`src/rtl/id_exe_stage_reg.sv`:
```
// ID/EXE pipeline register with NZCV status register and saturating squash counter.
// Optional macro SR_BYPASS_EN forwards committing ALU flags combinationally onto sr_nzcv.
module id_exe_stage_reg #(
  parameter int SQ_CNT_W = 16
) (
  input  logic                clk,
  input  logic                rst,
  input  logic                freeze,
  input  logic                flush,
  input  logic                hazard,
  input  logic                cond_pass,
  input  logic                id_valid,
  input  logic [31:0]         id_pc,
  input  logic [31:0]         id_val_rn,
  input  logic [31:0]         id_val_rm,
  input  logic [11:0]         id_shift_op,
  input  logic                id_imm,
  input  logic [23:0]         id_simm24,
  input  logic [3:0]          id_dest,
  input  logic [3:0]          id_src1,
  input  logic [3:0]          id_src2,
  input  logic [3:0]          id_exe_cmd,
  input  logic                id_mem_r,
  input  logic                id_mem_w,
  input  logic                id_wb_en,
  input  logic                id_s,
  input  logic                id_b,
  input  logic [3:0]          alu_nzcv,
  output logic                ex_valid,
  output logic [31:0]         ex_pc,
  output logic [31:0]         ex_val_rn,
  output logic [31:0]         ex_val_rm,
  output logic [11:0]         ex_shift_op,
  output logic                ex_imm,
  output logic [23:0]         ex_simm24,
  output logic [3:0]          ex_dest,
  output logic [3:0]          ex_src1,
  output logic [3:0]          ex_src2,
  output logic [3:0]          ex_exe_cmd,
  output logic                ex_mem_r,
  output logic                ex_mem_w,
  output logic                ex_wb_en,
  output logic                ex_s,
  output logic                ex_b,
  output logic [3:0]          sr_nzcv,
  output logic [SQ_CNT_W-1:0] squash_cnt
);

  logic                validQ, validD;
  logic [31:0]         pcQ, pcD, valRnQ, valRnD, valRmQ, valRmD;
  logic [11:0]         shiftOpQ, shiftOpD;
  logic                immQ, immD;
  logic [23:0]         simm24Q, simm24D;
  logic [3:0]          destQ, destD, src1Q, src1D, src2Q, src2D, exeCmdQ, exeCmdD;
  logic                memRQ, memRD, memWQ, memWD, wbEnQ, wbEnD, sQ, sD, bQ, bD;
  logic [3:0]          srQ, srD;
  logic [SQ_CNT_W-1:0] cntQ, cntD;
  logic                bubble, commit, squashEvt;

  assign bubble    = hazard | ~cond_pass | ~id_valid;
  assign commit    = validQ & sQ & ~freeze;
  assign squashEvt = ~flush & ~freeze & id_valid & ~hazard & ~cond_pass;

  always_comb begin
    validD   = validQ;
    pcD      = pcQ;
    valRnD   = valRnQ;
    valRmD   = valRmQ;
    shiftOpD = shiftOpQ;
    immD     = immQ;
    simm24D  = simm24Q;
    destD    = destQ;
    src1D    = src1Q;
    src2D    = src2Q;
    exeCmdD  = exeCmdQ;
    memRD    = memRQ;
    memWD    = memWQ;
    wbEnD    = wbEnQ;
    sD       = sQ;
    bD       = bQ;
    if (flush) begin
      validD   = 1'b0;
      pcD      = '0;
      valRnD   = '0;
      valRmD   = '0;
      shiftOpD = '0;
      immD     = 1'b0;
      simm24D  = '0;
      destD    = '0;
      src1D    = '0;
      src2D    = '0;
      exeCmdD  = '0;
      memRD    = 1'b0;
      memWD    = 1'b0;
      wbEnD    = 1'b0;
      sD       = 1'b0;
      bD       = 1'b0;
    end else if (!freeze) begin
      // Data fields always follow ID; a bubble only kills the command and controls.
      pcD      = id_pc;
      valRnD   = id_val_rn;
      valRmD   = id_val_rm;
      shiftOpD = id_shift_op;
      immD     = id_imm;
      simm24D  = id_simm24;
      destD    = id_dest;
      src1D    = id_src1;
      src2D    = id_src2;
      validD   = ~bubble;
      exeCmdD  = bubble ? 4'h0 : id_exe_cmd;
      memRD    = ~bubble & id_mem_r;
      memWD    = ~bubble & id_mem_w;
      wbEnD    = ~bubble & id_wb_en;
      sD       = ~bubble & id_s;
      bD       = ~bubble & id_b;
    end
    // Flush does not block the commit: the branch in EXE still retires.
    srD  = commit ? alu_nzcv : srQ;
    cntD = (squashEvt && (cntQ != '1)) ? cntQ + 1'b1 : cntQ;
  end

  always_ff @(posedge clk) begin
    if (rst) begin
      validQ   <= 1'b0;
      pcQ      <= '0;
      valRnQ   <= '0;
      valRmQ   <= '0;
      shiftOpQ <= '0;
      immQ     <= 1'b0;
      simm24Q  <= '0;
      destQ    <= '0;
      src1Q    <= '0;
      src2Q    <= '0;
      exeCmdQ  <= '0;
      memRQ    <= 1'b0;
      memWQ    <= 1'b0;
      wbEnQ    <= 1'b0;
      sQ       <= 1'b0;
      bQ       <= 1'b0;
      srQ      <= '0;
      cntQ     <= '0;
    end else begin
      validQ   <= validD;
      pcQ      <= pcD;
      valRnQ   <= valRnD;
      valRmQ   <= valRmD;
      shiftOpQ <= shiftOpD;
      immQ     <= immD;
      simm24Q  <= simm24D;
      destQ    <= destD;
      src1Q    <= src1D;
      src2Q    <= src2D;
      exeCmdQ  <= exeCmdD;
      memRQ    <= memRD;
      memWQ    <= memWD;
      wbEnQ    <= wbEnD;
      sQ       <= sD;
      bQ       <= bD;
      srQ      <= srD;
      cntQ     <= cntD;
    end
  end

  assign ex_valid    = validQ;
  assign ex_pc       = pcQ;
  assign ex_val_rn   = valRnQ;
  assign ex_val_rm   = valRmQ;
  assign ex_shift_op = shiftOpQ;
  assign ex_imm      = immQ;
  assign ex_simm24   = simm24Q;
  assign ex_dest     = destQ;
  assign ex_src1     = src1Q;
  assign ex_src2     = src2Q;
  assign ex_exe_cmd  = exeCmdQ;
  assign ex_mem_r    = memRQ;
  assign ex_mem_w    = memWQ;
  assign ex_wb_en    = wbEnQ;
  assign ex_s        = sQ;
  assign ex_b        = bQ;
  assign squash_cnt  = cntQ;

`ifdef SR_BYPASS_EN
  // Same-cycle forwarding lets the next ID instruction use fresh flags without a stall.
  assign sr_nzcv = commit ? alu_nzcv : srQ;
`else
  assign sr_nzcv = srQ;
`endif

endmodule

```
`config.mk`:
```
export PLATFORM = sky130hd
export DESIGN_NAME = id_exe_stage_reg
export DESIGN_NICKNAME = d
export VERILOG_FILES = /design/src/rtl/id_exe_stage_reg.sv
export SDC_FILE = /design/constraint.sdc
export NUM_CORES = 1
export LEC_CHECK = 0
export ABC_CLOCK_PERIOD_IN_PS = 1600
export CORE_UTILIZATION = 30
export DETAILED_ROUTE_END_ITERATION = 8
export PLACE_DENSITY = 0.72
export SYNTH_ARGS = -nofsm -noshare
export SYNTH_HDL_FRONTEND = slang
export SYNTH_SLANG_ARGS = --single-unit
```
`constraint.sdc`:
```
create_clock -name clk -period 1.6 [get_ports clk]
set_input_delay 0.4 -clock clk [delete_from_list [all_inputs] [get_ports clk]]
set_output_delay 0.4 -clock clk [all_outputs]
set_load 0.05 [all_outputs]
```
==> key figures <==
Status
  – Status: complete, but fails checks
  – Violated checks: negative setup slack

Worst hold path
  – HP Class: reg -> reg
  – Worst hold start: squash_cnt[1]
  – Worst hold path endpoint: squash_cnt[1]
  – Hold Path Depth: 2

Clocking
  – Clock Pin Slew Worst Setup and Hold Paths: 70 ps
  – CTS Buf Count: 17
  – CTS Root Cell: clkbuf_16
  – Post-CTS Hold Buffers: 0
  – H-tree levels: 4
  – TritonCTS clock tree: done
  – CTS Buffer Depth: 2
  – Clock Latency Late Sink: slightly above 400 ps
  – Clock sink count: between 150 and 200

Cells and area
  – Layout cells sized above 1: roughly 29%
  – Final std cells w/o fill: about 1300
  – Final net count: between 1000 and 1500
  – Commonest non-fill, non-tap cell in the layout: buf_12
  – Final core utilization: between 60% and 70%
  – Inserted Diodes: 0
  – Commonest cells after routing, fill and taps aside: 190 x buf_12, 162 x nor2_1, 161 x clkdlybuf4s50_1, 159 x dfxtp_1, 150 x mux2i_1
  – Area delta synth->final: 103%

Pwr
  – Max IR drop VDD: 653 µV
  – Pwr dens: 812 nW/µm²
  – Lkg Pwr: around 0.0054 µW
  – Pwr Total: about 11000 µW

Detailed routing
  – # DRC: 0
  – First-pass DRT Iterations: 4
  – Via count: between 5000 and 6000
  – Routed Antenna Nets: 0
  – Vias/cell: 4.57
  – WL per Instance: 16.0 µm
  – Iter 0 DRT Violations: between 100 and 150
  – Post-Route WL: between 20000 and 25000 µm

Place
  – DP Cell Count: roughly 1200
  – IO Port Bufs: ~340
  – HPWL after DPL: around 16000 µm
  – Routability cong.: 0.815

Global route
  – Pin count of the biggest net entering global routing: between 50 and 60
  – GR Util All Layers: a little under a fifth
  – GRT overflow: 0
  – Antenna violations before repair: 0
  – Vias in the first global route: between 6000 and 7000
  – First-pass GRT wire length: between 30000 and 40000 µm

Yosys
  – Post-synthesis sequential area ratio: between 50% and 60%
  – Cell Area, Synth: around 6400 µm²
  – #FFs+latches synth: 175
  – Syn_area_per_cell: roughly 10 µm²
  – Asr flop ratio synth: 0%
  – Post-synthesis cell count: 620
  – Synth cell types: 32
  – Number of synthesized flops with an enable pin: 0
  – Main synth FF type: dfxtp_1
  – Synth warnings: 0
  – Syn nets: 786

Floorplanning
  – Die ar.: between 20000 and 25000 µm²
  – Ports: between 300 and 400
  – Die width: roughly 150 µm
  – Core area: around 21000 µm²
  – # rows: 53
  – Die height: around 150 µm
  – Initial Utilization: between 30% and 40%

Timing
  – Relative slew slack: about 73%
  – Worst slew pin tran: between 300 and 400 ps
  – Final period util: 105%
  – Setup tns final: -100 ps
  – Max Slew Vio Count: 0
  – Skew final: approximately 8.9 ps
  – RSZ-0062 raised after global routing: yes
  – Hold Fails Final Rpt: 0
  – Final Setup Violations: 5
  – FMAX: approximately 600 MHz
  – Worst setup margin: -72.8 ps
  – Final min period: ~1700 ps

Setup path
  – R2R Setup Slk: -20 ps
  – Crit Path Category: in -> reg
  – CP max FO: 7
  – CP max stage cell: or4_1
  – Startpoint Class: input port
  – RR Startpoint: squash_cnt[0]
  – Critical Path RT: about 2000 ps
  – CP Cell Sequence: clkdlybuf4s50_1 -> nor2_1 -> buf_4 -> nand4_4 -> or4_1 -> a21oi_2
  – R2r endpoint: squash_cnt[15]
  – Reg2Reg Depth: 7
  – CP delay by family, top: simple AND/OR/NAND/NOR gates
  – Critical path buffer and inverter count: 2
  – CP peak stage delay: around 560 ps
  – Worst setup EP type: flip-flop
  – Worst Path Arrival: slightly above 2000 ps

Run
  – Max Cap Viol: 0
stage by stage:
| stage | cell area [µm²] | setup WS [ps] | hold slack [ps] |
|---|---|---|---|
| 2_1_floorplan | 6460 | -93.5 | 544 |
| 3_3_place_gp | 12300 | -446 | 477 |
| 3_5_place_dp | 12300 | -501 | 492 |
| 4_1_cts | 12900 | 19.3 | 502 |
| 5_1_grt | 13000 | -80.4 | 528 |
| 6_report | 13000 | -72.8 | 512 |
what timing repair did:
item | 4_1_cts | 5_1_grt
gates cloned | 0 | 1
resized for setup | 4 | 10
pin swaps | 4 | 5
setup endpoints to repair | 4 | 14
buffers inserted | 2 | 6
state kept, by name, indices dropped and copies added (netlist names):
register     cells
ex_pc           32
ex_val_rm       32
ex_val_rn       32
ex_simm24       24
squash_cnt      16
ex_shift_op     12
ex_dest          4
ex_exe_cmd       4
ex_src1          4
ex_src2          4
sr_nzcv          4
ex_b             1
ex_imm           1
ex_mem_r         1
ex_mem_w         1
ex_s             1
ex_valid         1
ex_wb_en         1
Yosys cell counts, types with 2 or more instances:
master,instances,area [µm²]
mux2i_1,150,1500
a21oi_1,13,65.1
o31ai_1,7,52.6
o21ai_0,6,30.0
nor3_1,2,10.0
nand4_1,6,37.5
nor2_1,163,612
or3_1,6,37.5
clkbuf_1,23,86.3
or4_1,6,45.0
buf_2,14,70.1
nand3_1,8,40.0
inv_1,3,11.3
and4_1,4,35.0
a22oi_1,9,67.6
dfxtp_1,175,3500
nand2_1,8,30.0
and3_1,3,18.8
report_power, final:
part	switching, µW	internal [µW]
Sequential	130	4460
Combinational	839	1070
Clock	1900	2150
Total	2870	7680
tightest hold or removal path, cell delays in order (launching register included):
cell     delay, ps
dfxtp_4        360
nand2_1         50
mux2i_1         50
cell type report:
class | instances | area (µm²)
tap | 275 | 344
clock inverter | 13 | 115
fill | 1639 | 7960
multi-input combinational | 404 | 2780
clock buffer | 19 | 454
timing repair buffer | 395 | 5750
inverter | 3 | 11.3
sequential | 175 | 3540
metal layers:
layer,up-vias,track usage (%),routed length (µm)
li1,2884,-,-
met4,0,3.66,142
met1,2736,20.0,7620
met5,-,0,0
met3,9,8.01,1990
met2,239,33.8,10800
worst max path at each step:
stage,to,startpoint,depth (start not counted)
final,squash_cnt[13],flush,6
after global routing,squash_cnt[15],squash_cnt[1],7
after CTS,squash_cnt[13],squash_cnt[4],4
after detailed placement,squash_cnt[13],hazard,6
after global placement,squash_cnt[9],hazard,6
after floorplan,squash_cnt[5],freeze,5
cells by family after synthesis:
group | count (synthesis) | share of synthesized area [%]
AO/OA/AOI/OAI | 38 | 3.79
adder cells (fa/ha/maj) | 1 | 0.195
buffers and inverters | 41 | 2.80
flip-flops | 175 | 54.7
multiplexers | 151 | 23.6
AND/OR/NAND/NOR | 214 | 14.9
No activity file was read; power rests on OpenSTA's default activity.
